===== src/rtl/serdes_pkg.sv =====
`default_nettype none
// ============================================================================
// Module      : serdes_pkg
// Description : Shared constants and types for the 8b/10b transmit scheduler.
//               K28_5 is the comma used for alignment and idle fill, K28_0 is
//               the clock-compensation skip symbol.
// Revision    : 1.0 - initial release
// ============================================================================
package serdes_pkg;

    localparam logic [7:0] K28_5 = 8'hBC;
    localparam logic [7:0] K28_0 = 8'h1C;

    typedef enum logic [1:0] {
        OFF    = 2'd0,
        ALIGN  = 2'd1,
        ACTIVE = 2'd2
    } sched_state_t;

endpackage
`default_nettype wire


===== src/rtl/sym_slot_timer.sv =====
`default_nettype none
// ============================================================================
// Module      : sym_slot_timer
// Description : Free-running symbol slot counter (0..SYM_PERIOD-1, wrapping).
//               A synchronous restart holds the count at 0, so the first cycle
//               after restart drops is a slot cycle.
// Ports       : i_Clk      - clock
//               i_Rst_n    - asynchronous active-low reset
//               i_Restart  - synchronous restart, forces count to 0
//               o_Slot     - high while the count is 0
// Revision    : 1.0 - initial release
// ============================================================================
module sym_slot_timer #(
    parameter int SYM_PERIOD = 10
) (
    input  logic i_Clk,
    input  logic i_Rst_n,
    input  logic i_Restart,
    output logic o_Slot
);

    localparam int              CW        = $clog2(SYM_PERIOD);
    localparam logic [CW-1:0]   C_LAST    = CW'(SYM_PERIOD - 1);

    logic [CW-1:0] cnt_q;

    always_ff @(posedge i_Clk or negedge i_Rst_n) begin
        if (!i_Rst_n) begin
            cnt_q <= '0;
        end else if (i_Restart || (cnt_q == C_LAST)) begin
            cnt_q <= '0;
        end else begin
            cnt_q <= cnt_q + CW'(1);
        end
    end

    assign o_Slot = (cnt_q == '0);

endmodule
`default_nettype wire


===== src/rtl/serdes_tx_sched.sv =====
`default_nettype none
// ============================================================================
// Module      : serdes_tx_sched
// Description : Word-rate transmit scheduler in front of the 8b/10b encoder.
//               Brings the link up with ALIGN_COUNT K28.5 commas, then shares
//               one symbol per slot between a control requester (sent as
//               K-characters) and a data requester (D-characters), filling
//               empty slots with K28.5 idles. Control may win at most
//               MAX_CTL_BURST consecutive slots while data is waiting.
// Config      : SERDES_SCHED_SKIP_EN - when defined, every SKIP_INTERVAL-th
//               active slot carries a K28.0 skip symbol and no grant.
// Ports       : i_Clk, i_Rst_n           - clock, async active-low reset
//               i_Link_En                - link enable; low forces OFF
//               i_Ctl_Valid/Data, o_Ctl_Ready - control requester
//               i_Dat_Valid/Data, o_Dat_Ready - data requester
//               o_Sym_Valid/Data/K       - registered symbol, one strobe/slot
//               o_Link_Up                - high while ACTIVE
// Revision    : 1.0 - initial release
// ============================================================================
module serdes_tx_sched
    import serdes_pkg::*;
#(
    parameter int DATA_WIDTH    = 8,
    parameter int SYM_PERIOD    = 10,
    parameter int ALIGN_COUNT   = 4,
    parameter int SKIP_INTERVAL = 256,
    parameter int MAX_CTL_BURST = 4
) (
    input  logic                  i_Clk,
    input  logic                  i_Rst_n,
    input  logic                  i_Link_En,
    input  logic                  i_Ctl_Valid,
    input  logic [DATA_WIDTH-1:0] i_Ctl_Data,
    output logic                  o_Ctl_Ready,
    input  logic                  i_Dat_Valid,
    input  logic [DATA_WIDTH-1:0] i_Dat_Data,
    output logic                  o_Dat_Ready,
    output logic                  o_Sym_Valid,
    output logic [DATA_WIDTH-1:0] o_Sym_Data,
    output logic                  o_Sym_K,
    output logic                  o_Link_Up
);

    localparam int            AW          = $clog2(ALIGN_COUNT + 1);
    localparam logic [AW-1:0] ALIGN_LAST  = AW'(ALIGN_COUNT - 1);
    localparam int            BW          = $clog2(MAX_CTL_BURST + 1);
    localparam logic [BW-1:0] BURST_MAX   = BW'(MAX_CTL_BURST);

    sched_state_t          state_q;
    logic [AW-1:0]         align_cnt_q;
    logic [BW-1:0]         burst_q;
    logic [BW-1:0]         burst_d;
    logic                  sym_valid_q;
    logic [DATA_WIDTH-1:0] sym_data_q;
    logic                  sym_k_q;
    logic                  link_up_q;

    logic w_slot_strobe;
    logic w_slot;
    logic w_active_slot;
    logic w_skip;
    logic w_burst_full;
    logic w_ctl_win;
    logic w_grant_ok;
    logic w_ctl_grant;
    logic w_dat_grant;

    // Counter is parked at 0 while OFF or disabled, so the cycle right after
    // OFF->ALIGN is the first slot cycle.
    sym_slot_timer #(
        .SYM_PERIOD (SYM_PERIOD)
    ) u_slot_timer (
        .i_Clk     (i_Clk),
        .i_Rst_n   (i_Rst_n),
        .i_Restart ((state_q == OFF) || !i_Link_En),
        .o_Slot    (w_slot_strobe)
    );

    assign w_slot        = w_slot_strobe && i_Link_En;
    assign w_active_slot = w_slot && (state_q == ACTIVE);

`ifdef SERDES_SCHED_SKIP_EN
    localparam int            SW        = $clog2(SKIP_INTERVAL);
    localparam logic [SW-1:0] SKIP_LAST = SW'(SKIP_INTERVAL - 1);

    logic [SW-1:0] skip_cnt_q;
    logic [SW-1:0] skip_cnt_d;

    always_comb begin
        skip_cnt_d = skip_cnt_q;
        if (!i_Link_En || (state_q != ACTIVE)) begin
            skip_cnt_d = '0;
        end else if (w_active_slot) begin
            skip_cnt_d = (skip_cnt_q == SKIP_LAST) ? '0 : skip_cnt_q + SW'(1);
        end
    end

    always_ff @(posedge i_Clk or negedge i_Rst_n) begin
        if (!i_Rst_n) begin
            skip_cnt_q <= '0;
        end else begin
            skip_cnt_q <= skip_cnt_d;
        end
    end

    assign w_skip = w_active_slot && (skip_cnt_q == SKIP_LAST);
`else
    logic w_unused_skip_cfg;
    assign w_unused_skip_cfg = (SKIP_INTERVAL > 1);
    assign w_skip            = 1'b0;
`endif

    // Control loses only when data is waiting and control has used up its
    // burst allowance; readys are decided from valids, never from each other.
    assign w_burst_full = (burst_q == BURST_MAX);
    assign w_ctl_win    = i_Ctl_Valid && !(i_Dat_Valid && w_burst_full);
    assign w_grant_ok   = w_active_slot && !w_skip;
    assign w_ctl_grant  = w_grant_ok && w_ctl_win;
    assign w_dat_grant  = w_grant_ok && i_Dat_Valid && !w_ctl_win;

    assign o_Ctl_Ready  = w_ctl_grant;
    assign o_Dat_Ready  = w_dat_grant;

    // A skip slot with data waiting leaves the burst count untouched, so the
    // stalled requesters resume exactly where they were.
    always_comb begin
        burst_d = burst_q;
        if (!i_Link_En || (state_q != ACTIVE)) begin
            burst_d = '0;
        end else if (w_slot) begin
            if (!i_Dat_Valid || w_dat_grant) begin
                burst_d = '0;
            end else if (w_ctl_grant && !w_burst_full) begin
                burst_d = burst_q + BW'(1);
            end
        end
    end

    always_ff @(posedge i_Clk or negedge i_Rst_n) begin
        if (!i_Rst_n) begin
            state_q     <= OFF;
            align_cnt_q <= '0;
            burst_q     <= '0;
            sym_valid_q <= 1'b0;
            sym_data_q  <= '0;
            sym_k_q     <= 1'b0;
            link_up_q   <= 1'b0;
        end else begin
            sym_valid_q <= 1'b0;
            burst_q     <= burst_d;
            if (!i_Link_En) begin
                state_q     <= OFF;
                align_cnt_q <= '0;
                link_up_q   <= 1'b0;
            end else begin
                case (state_q)
                    OFF: begin
                        state_q     <= ALIGN;
                        align_cnt_q <= '0;
                    end
                    ALIGN: begin
                        if (w_slot) begin
                            sym_valid_q <= 1'b1;
                            sym_data_q  <= DATA_WIDTH'(K28_5);
                            sym_k_q     <= 1'b1;
                            if (align_cnt_q == ALIGN_LAST) begin
                                state_q     <= ACTIVE;
                                link_up_q   <= 1'b1;
                                align_cnt_q <= '0;
                            end else begin
                                align_cnt_q <= align_cnt_q + AW'(1);
                            end
                        end
                    end
                    ACTIVE: begin
                        if (w_slot) begin
                            sym_valid_q <= 1'b1;
                            if (w_skip) begin
                                sym_data_q <= DATA_WIDTH'(K28_0);
                                sym_k_q    <= 1'b1;
                            end else if (w_ctl_grant) begin
                                sym_data_q <= i_Ctl_Data;
                                sym_k_q    <= 1'b1;
                            end else if (w_dat_grant) begin
                                sym_data_q <= i_Dat_Data;
                                sym_k_q    <= 1'b0;
                            end else begin
                                sym_data_q <= DATA_WIDTH'(K28_5);
                                sym_k_q    <= 1'b1;
                            end
                        end
                    end
                    default: begin
                        state_q   <= OFF;
                        link_up_q <= 1'b0;
                    end
                endcase
            end
        end
    end

    assign o_Sym_Valid = sym_valid_q;
    assign o_Sym_Data  = sym_data_q;
    assign o_Sym_K     = sym_k_q;
    assign o_Link_Up   = link_up_q;

endmodule
`default_nettype wire


===== config.mk =====
export PLATFORM = sky130hd
export DESIGN_NAME = serdes_tx_sched
export DESIGN_NICKNAME = d
export VERILOG_FILES = /design/src/rtl/serdes_pkg.sv /design/src/rtl/sym_slot_timer.sv /design/src/rtl/serdes_tx_sched.sv
export SDC_FILE = /design/constraint.sdc
export NUM_CORES = 1
export LEC_CHECK = 0
export CAP_MARGIN = 20
export CORE_MARGIN = 3
export CORE_UTILIZATION = 38
export DETAILED_ROUTE_END_ITERATION = 7
export PLACE_DENSITY = 0.66
export SETUP_SLACK_MARGIN = 0.2
export SLEW_MARGIN = 10
export SYNTH_ARGS = -nofsm -noshare
export SYNTH_HDL_FRONTEND = slang
export SYNTH_SLANG_ARGS = --single-unit

===== constraint.sdc =====
create_clock -name i_Clk -period 2.4 [get_ports i_Clk]
set_input_delay 0.24 -clock i_Clk [delete_from_list [all_inputs] [get_ports i_Clk]]
set_output_delay 0.24 -clock i_Clk [all_outputs]
set_load 0.05 [all_outputs]

* Word-level counts from Yosys, hierarchy flattened
Index checks and enable logic that the tools add are counted.
Operators by class: reductions and logical operators 29, equality and inequality tests 13, add/subtract/negate cells 3, multiplexer cells 30
Operator list (count):
- two-way mux 8 bit | 4
- two-way mux 3 bit | 7
- one-hot mux 8 bit (2 select lines) | 1
- two-way mux 1 bit | 10
- inequality test 2 bit (second input constant) | 5
- logical AND 1 bit | 8
- adder 3 x 1 -> 3 bit (second input constant) | 2
- two-way mux 2 bit | 3
- inequality test 3 bit (second input constant) | 2
- one-hot mux 2 bit (3 select lines) | 1
- one-hot mux 3 bit (2 select lines) | 1
- AND reduction 3 bit | 2
- zero test 1 bit | 5
- adder 4 x 1 -> 4 bit (second input constant) | 1
- equality test 4 bit (second input constant) | 1
- zero test 4 bit | 1
- logical OR 1 bit | 4
- two-way mux 4 bit | 1
- one-hot mux 1 bit (2 select lines) | 2
- AND reduction 2 bit | 2
- AND reduction 4 bit | 1
- nonzero test 2 bit | 2
- OR reduction 2 bit | 2
- equality test 3 x 2 -> 1 bit (second input constant) | 1
- 6 further kinds | 6
Word-level totals: register bits after elaboration 23, output and inout bits 13, word-level logic and storage cells 83, input port bits 21

* Logic depth before layout (Yosys ltp)
Gate-level depths: netlist of the first run.
depth after elaboration 10, depth in mapped cells 6, mapped depth without buffers 5

* Hierarchy
Synthesis of the first run repeated with hierarchy kept, for this count alone.
Second synthesis, totals: cells, all modules 119, area total of the unflattened synthesis 1287.5 µm²
By module, submodules not included:
- serdes_tx_sched | instances 1, cells an instance 98, area an instance 1063.5 µm²
- sym_slot_timer | instances 1, cells an instance 21, area an instance 224.0 µm²

* Worst setup path after synthesis of the first run
OpenSTA, ideal clock, no wires.
path kind reg2reg, start register u_slot_timer.cnt_q[0], end register sym_data_q[2], in the netlist o_Sym_Data[2], slack 0.079 ns, stages on the path, launching flop included 7, path buffers 1, clock period less this slack 2.321 ns, arrival time 2.125 ns, required time 2.204 ns, setup time 0.196 ns, path through dfrtp_1 inv_1 ha_1 or3b_1 buf_6 nor4b_4 a222oi_1
Between the ends: elaborated cells between the ends (all ways) 13, classes of those cells eq/ne (2); mux (4); reduce/logical (7)
RTL lines:
- start: declaration | RTL line sym_slot_timer.sv:25 | logic [CW-1:0] cnt_q;
- start signal: assignment | RTL line sym_slot_timer.sv:33 | cnt_q <= cnt_q + CW'(1);
- zero test 4 bit | RTL line sym_slot_timer.sv:37 | assign o_Slot = (cnt_q == '0);
- logical AND 1 bit | RTL line serdes_tx_sched.sv:79 | assign w_slot = w_slot_strobe && i_Link_En;
- logical AND 1 bit | RTL line serdes_tx_sched.sv:80 | assign w_active_slot = w_slot && (state_q == ACTIVE);
- logical AND 1 bit | RTL line serdes_tx_sched.sv:118 | assign w_ctl_grant = w_grant_ok && w_ctl_win;
- named net o_Ctl_Ready | RTL line serdes_tx_sched.sv:34 | output logic o_Ctl_Ready,
- two-way mux 8 bit | RTL line serdes_tx_sched.sv:181 | end else if (w_ctl_grant) begin
- two-way mux 8 bit | RTL line serdes_tx_sched.sv:176 | if (w_slot) begin
- one-hot mux 8 bit (2 select lines) | RTL line serdes_tx_sched.sv:156 | case (state_q)
- end signal: assignment | RTL line serdes_tx_sched.sv:179 | sym_data_q <= DATA_WIDTH'(K28_0);
- end signal: assignment | RTL line serdes_tx_sched.sv:182 | sym_data_q <= i_Ctl_Data;
- end signal: assignment | RTL line serdes_tx_sched.sv:185 | sym_data_q <= i_Dat_Data;
- end: declaration | RTL line serdes_tx_sched.sv:54 | logic [DATA_WIDTH-1:0] sym_data_q;
The timed path passes the listed nets, and every way through them passes these cells. The select of a mux whose other input is x is not followed. A chain may end at the register's enable or synchronous reset.

* Worst setup path after layout of the first run
start register u_slot_timer.cnt_q[1], end output port o_Ctl_Ready
Between the ends: word-level cells in the longest chain between the ends 4
Ends and longest elaborated chain (RTL line):
- zero test 4 bit | sym_slot_timer.sv:37
- logical AND 1 bit | serdes_tx_sched.sv:79
- logical AND 1 bit | serdes_tx_sched.sv:80
- logical AND 1 bit | serdes_tx_sched.sv:118
- end: declaration | serdes_tx_sched.sv:34
No other way between the ends.

==> run summary, run 1 <==
Slew margin rel. = 64.7%
Hpwl dp = 2.21 mm
PD cells = 911 mW/mm^2
Setup_tns = 0 ns
DRC = 0
Share of the yosys chip area belonging to registers = 44.5%
Grt ovf = 0
Clock root buffer = clkbuf_4
Register area = 576 um^2
Pre-Repair DR Iteration Count = 7
Tcrit/Tclk final = 92.9%
Worst setup path category = reg -> out
Library cells used by synthesis = 33
Vias in the first global route = 1,161
Worst skew pair latency = 0.32 ns
Slew @ Worst Pin = 0.528 ns
Ys async rst share = 100%
Vias/cell = 4.97
Die area = 0.00414 mm^2
Layout cell share with drive strength beyond 1 = 18.0%
FILL cells = 276
Worst-path clk slew = 0.13 ns
Post-layout util = 58.7%
Largest delay share family, worst path = simple AND/OR/NAND/NOR gates
Final Slew Violations = 0
Io pins = 34
Synth Area per Inst = 10.1 um^2
Hold crit path type = in -> async
GRT Util Overall = 16.2%
Die height = 64.4 um
Multi-input gate area = 623 um^2
Post-synth EDFFs = 0
Maxcap violations = 0
VDD IR max = 0.447 mV
CP startpoint kind = flip-flop
Port Buf Inserts = 33
Row cnt = 20
R2R cell count = 9
Crit path buf inv count = 3
Critical Path Slowest Stage Cell = dfrtp_1
Fin. Hold Viols = 0
Core area = 0.00315 mm^2
Crit-path max cell delay = 0.42 ns
Lkg Pwr = 0.875 nW
Initial antenna violation count = 0
Nets@finish = 210
CTS buffer count = 3
Req. time, crit path = 2.16 ns
CP Max Fanout = 3
Worst EP arrival = 1.99 ns
FMAX = 448 MHz
Pin count of the biggest net entering global routing = 24
Reg2reg setup slack = 0.31 ns
Tmin final = 2.23 ns
Crit path cell chain = inv_2, ha_4, or3b_4, buf_6, nor4b_4, buf_12
Total number of vias = 1,103
First-pass GRT wire length = 5.35 mm
Synthesized netlist cell count = 128
Layout area overhead = 43.1%
Die Wd = 64.4 um
CTS tree = done
Wire per inst = 13.7 um
Initial Util = 41.0%
Synthesized net count = 159
Inserted Diodes = 0
Ys Warns = 0
Setup Viol. Count Final = 0
Crit end category = output pin
Post-route ant nets = 0
Post-synthesis cell area = 0.00129 mm^2
CTS sink cnt = 23
Synth Register Bits = 23
Status = finished, final reports clean
Max H-tree Level = 1
Clk buf depth = 2
Total length of routed wires = 3.05 mm
Fin Clk Skew = 0.00504 ns
RSZ-0062 raised after global routing = true
Reg-to-reg endpoint = o_Sym_Data[3]$_DFFE_PN0P_
R2R Path Start = u_slot_timer.cnt_q[1]$_DFF_PN0_
Main flop type after synthesis = dfrtp_1
Place WS = 0.240 ns
Worst setup margin = 0.170 ns
GP Congestion = 0.805
Iter 0 DRT Violations = 71
[cell usage after synthesis, drive strengths merged, types with 2 or more instances]
library cell / instances / area share (%)
nor2b: 2 / 0.97
mux2i: 2 / 1.5
nand3b: 2 / 1.2
a21boi: 2 / 1.2
and3: 2 / 0.97
nand2: 12 / 3.5
nor3b: 2 / 1.2
nand4: 3 / 1.5
nor4b: 2 / 3.7
nor2: 4 / 1.2
a21oi: 4 / 1.5
o211ai: 3 / 1.7
a222oi: 5 / 3.9
nand3: 4 / 1.5
dfrtp: 23 / 44
a221o: 3 / 2.3
nor4: 3 / 1.5
inv: 26 / 7.5
mux2: 2 / 1.7
ha: 10 / 9.7
[metrics by stage]
step,power [W],instances,area [um^2],hold slack (ns)
4_1_cts,0.00167,220,1820,0.275
6_report,0.00169,222,1850,0.265
3_3_place_gp,0.00141,208,1720,0.493
5_1_grt,0.00180,222,1850,0.285
3_5_place_dp,0.00143,208,1720,0.508
2_1_floorplan,0.00114,128,1290,-0.0556
[what timing repair did]
item,in CTS,in global routing
pin swaps,2,2
endpoints found under the setup margin,2,2
gates resized for setup,3,5
gates cloned,0,0
buffers inserted,8,2
hold buffers,0,0
[how the worst max path moves through the flow]
| stage | from | endpoint | slack, ns | cells past startpoint |
|---|---|---|---|---|
| floorplan | u_slot_timer.cnt_q[0]$_DFF_PN0_ | o_Sym_Data[2]$_DFFE_PN0P_ | 0.11 | 6 |
| detailed placement | u_slot_timer.cnt_q[0]$_DFF_PN0_ | o_Sym_Data[2]$_DFFE_PN0P_ | 0.24 | 7 |
| global placement | u_slot_timer.cnt_q[0]$_DFF_PN0_ | o_Sym_Data[4]$_DFFE_PN0P_ | 0.31 | 7 |
| CTS | u_slot_timer.cnt_q[1]$_DFF_PN0_ | o_Ctl_Ready | 0.13 | 6 |
| finish | u_slot_timer.cnt_q[1]$_DFF_PN0_ | o_Ctl_Ready | 0.17 | 6 |
| global route | u_slot_timer.cnt_q[1]$_DFF_PN0_ | o_Ctl_Ready | 0.06 | 6 |
[state kept, by name (all words and copies together), names as in the netlist]
name	cells
o_Sym_Data	8
u_slot_timer.cnt_q	4
align_cnt_q	3
burst_q	3
state_q	2
o_Link_Up	1
o_Sym_K	1
o_Sym_Valid	1
[routing by layer]
layer	global-route usage [%]	wire, um	vias up
met2	25.8	1340	48
met3	4.04	226	5
met5	0	0	-
li1	-	-	543
met1	21.5	1440	507
met4	5.01	40	0
[layout by cell type, fill, tap and decap left out, types with 3 or more instances in the layout]
cell type / netlist / final
inv_1: 26 / 24
nand3_1: 4 / 4
ha_1: 10 / 9
dfrtp_1: 23 / 23
nor2_1: 4 / 4
nor4_1: 3 / 3
o211ai_1: 3 / 3
clkdlybuf4s50_1: 0 / 31
clkbuf_4: 0 / 3
buf_4: 0 / 13
a222oi_1: 5 / 5
a21oi_1: 4 / 4
nand2_1: 12 / 11
a221o_1: 3 / 3
nand4_1: 3 / 3
[cells by family (layout without fill, tap and decap cells)]
logic type / Yosys count / count (layout) / share of synthesized area [%]
AOI/OAI and AO/OA: 19 / 19 / 12.3
xor gates and xnor gates: 2 / 2 / 1.35
adders and majority gates: 10 / 10 / 9.67
buffers and inverters: 28 / 78 / 8.70
DFF: 23 / 23 / 44.5
muxes: 4 / 4 / 3.29
and+or+nand+nor: 42 / 42 / 20.2
[report_power, final]
part	internal [W]	total [W]	switching, W
logic	0.000403	0.000950	0.000547
registers	0.000485	0.000548	0.0000626
clock network	0.0000638	0.000188	0.000124
[cell type report]
type | instances | area share (%)
Sequential cell | 23 | 31.1
Tap cell | 44 | 2.97
Timing Repair Buffer | 48 | 25.4
Inverter | 26 | 5.27
Multi-Input combinational cell | 77 | 33.6
Clock buffer | 3 | 1.22
Clock inverter | 1 | 0.405
Note: power is estimated with default switching activity, not from simulation.
==> run 2: changes to the inputs <==
Settings changed: SKIP_LAST_GASP set to 1.
==> results of run 2 <==
No change in the layout: final DEF, timing and power equal those of run 1.
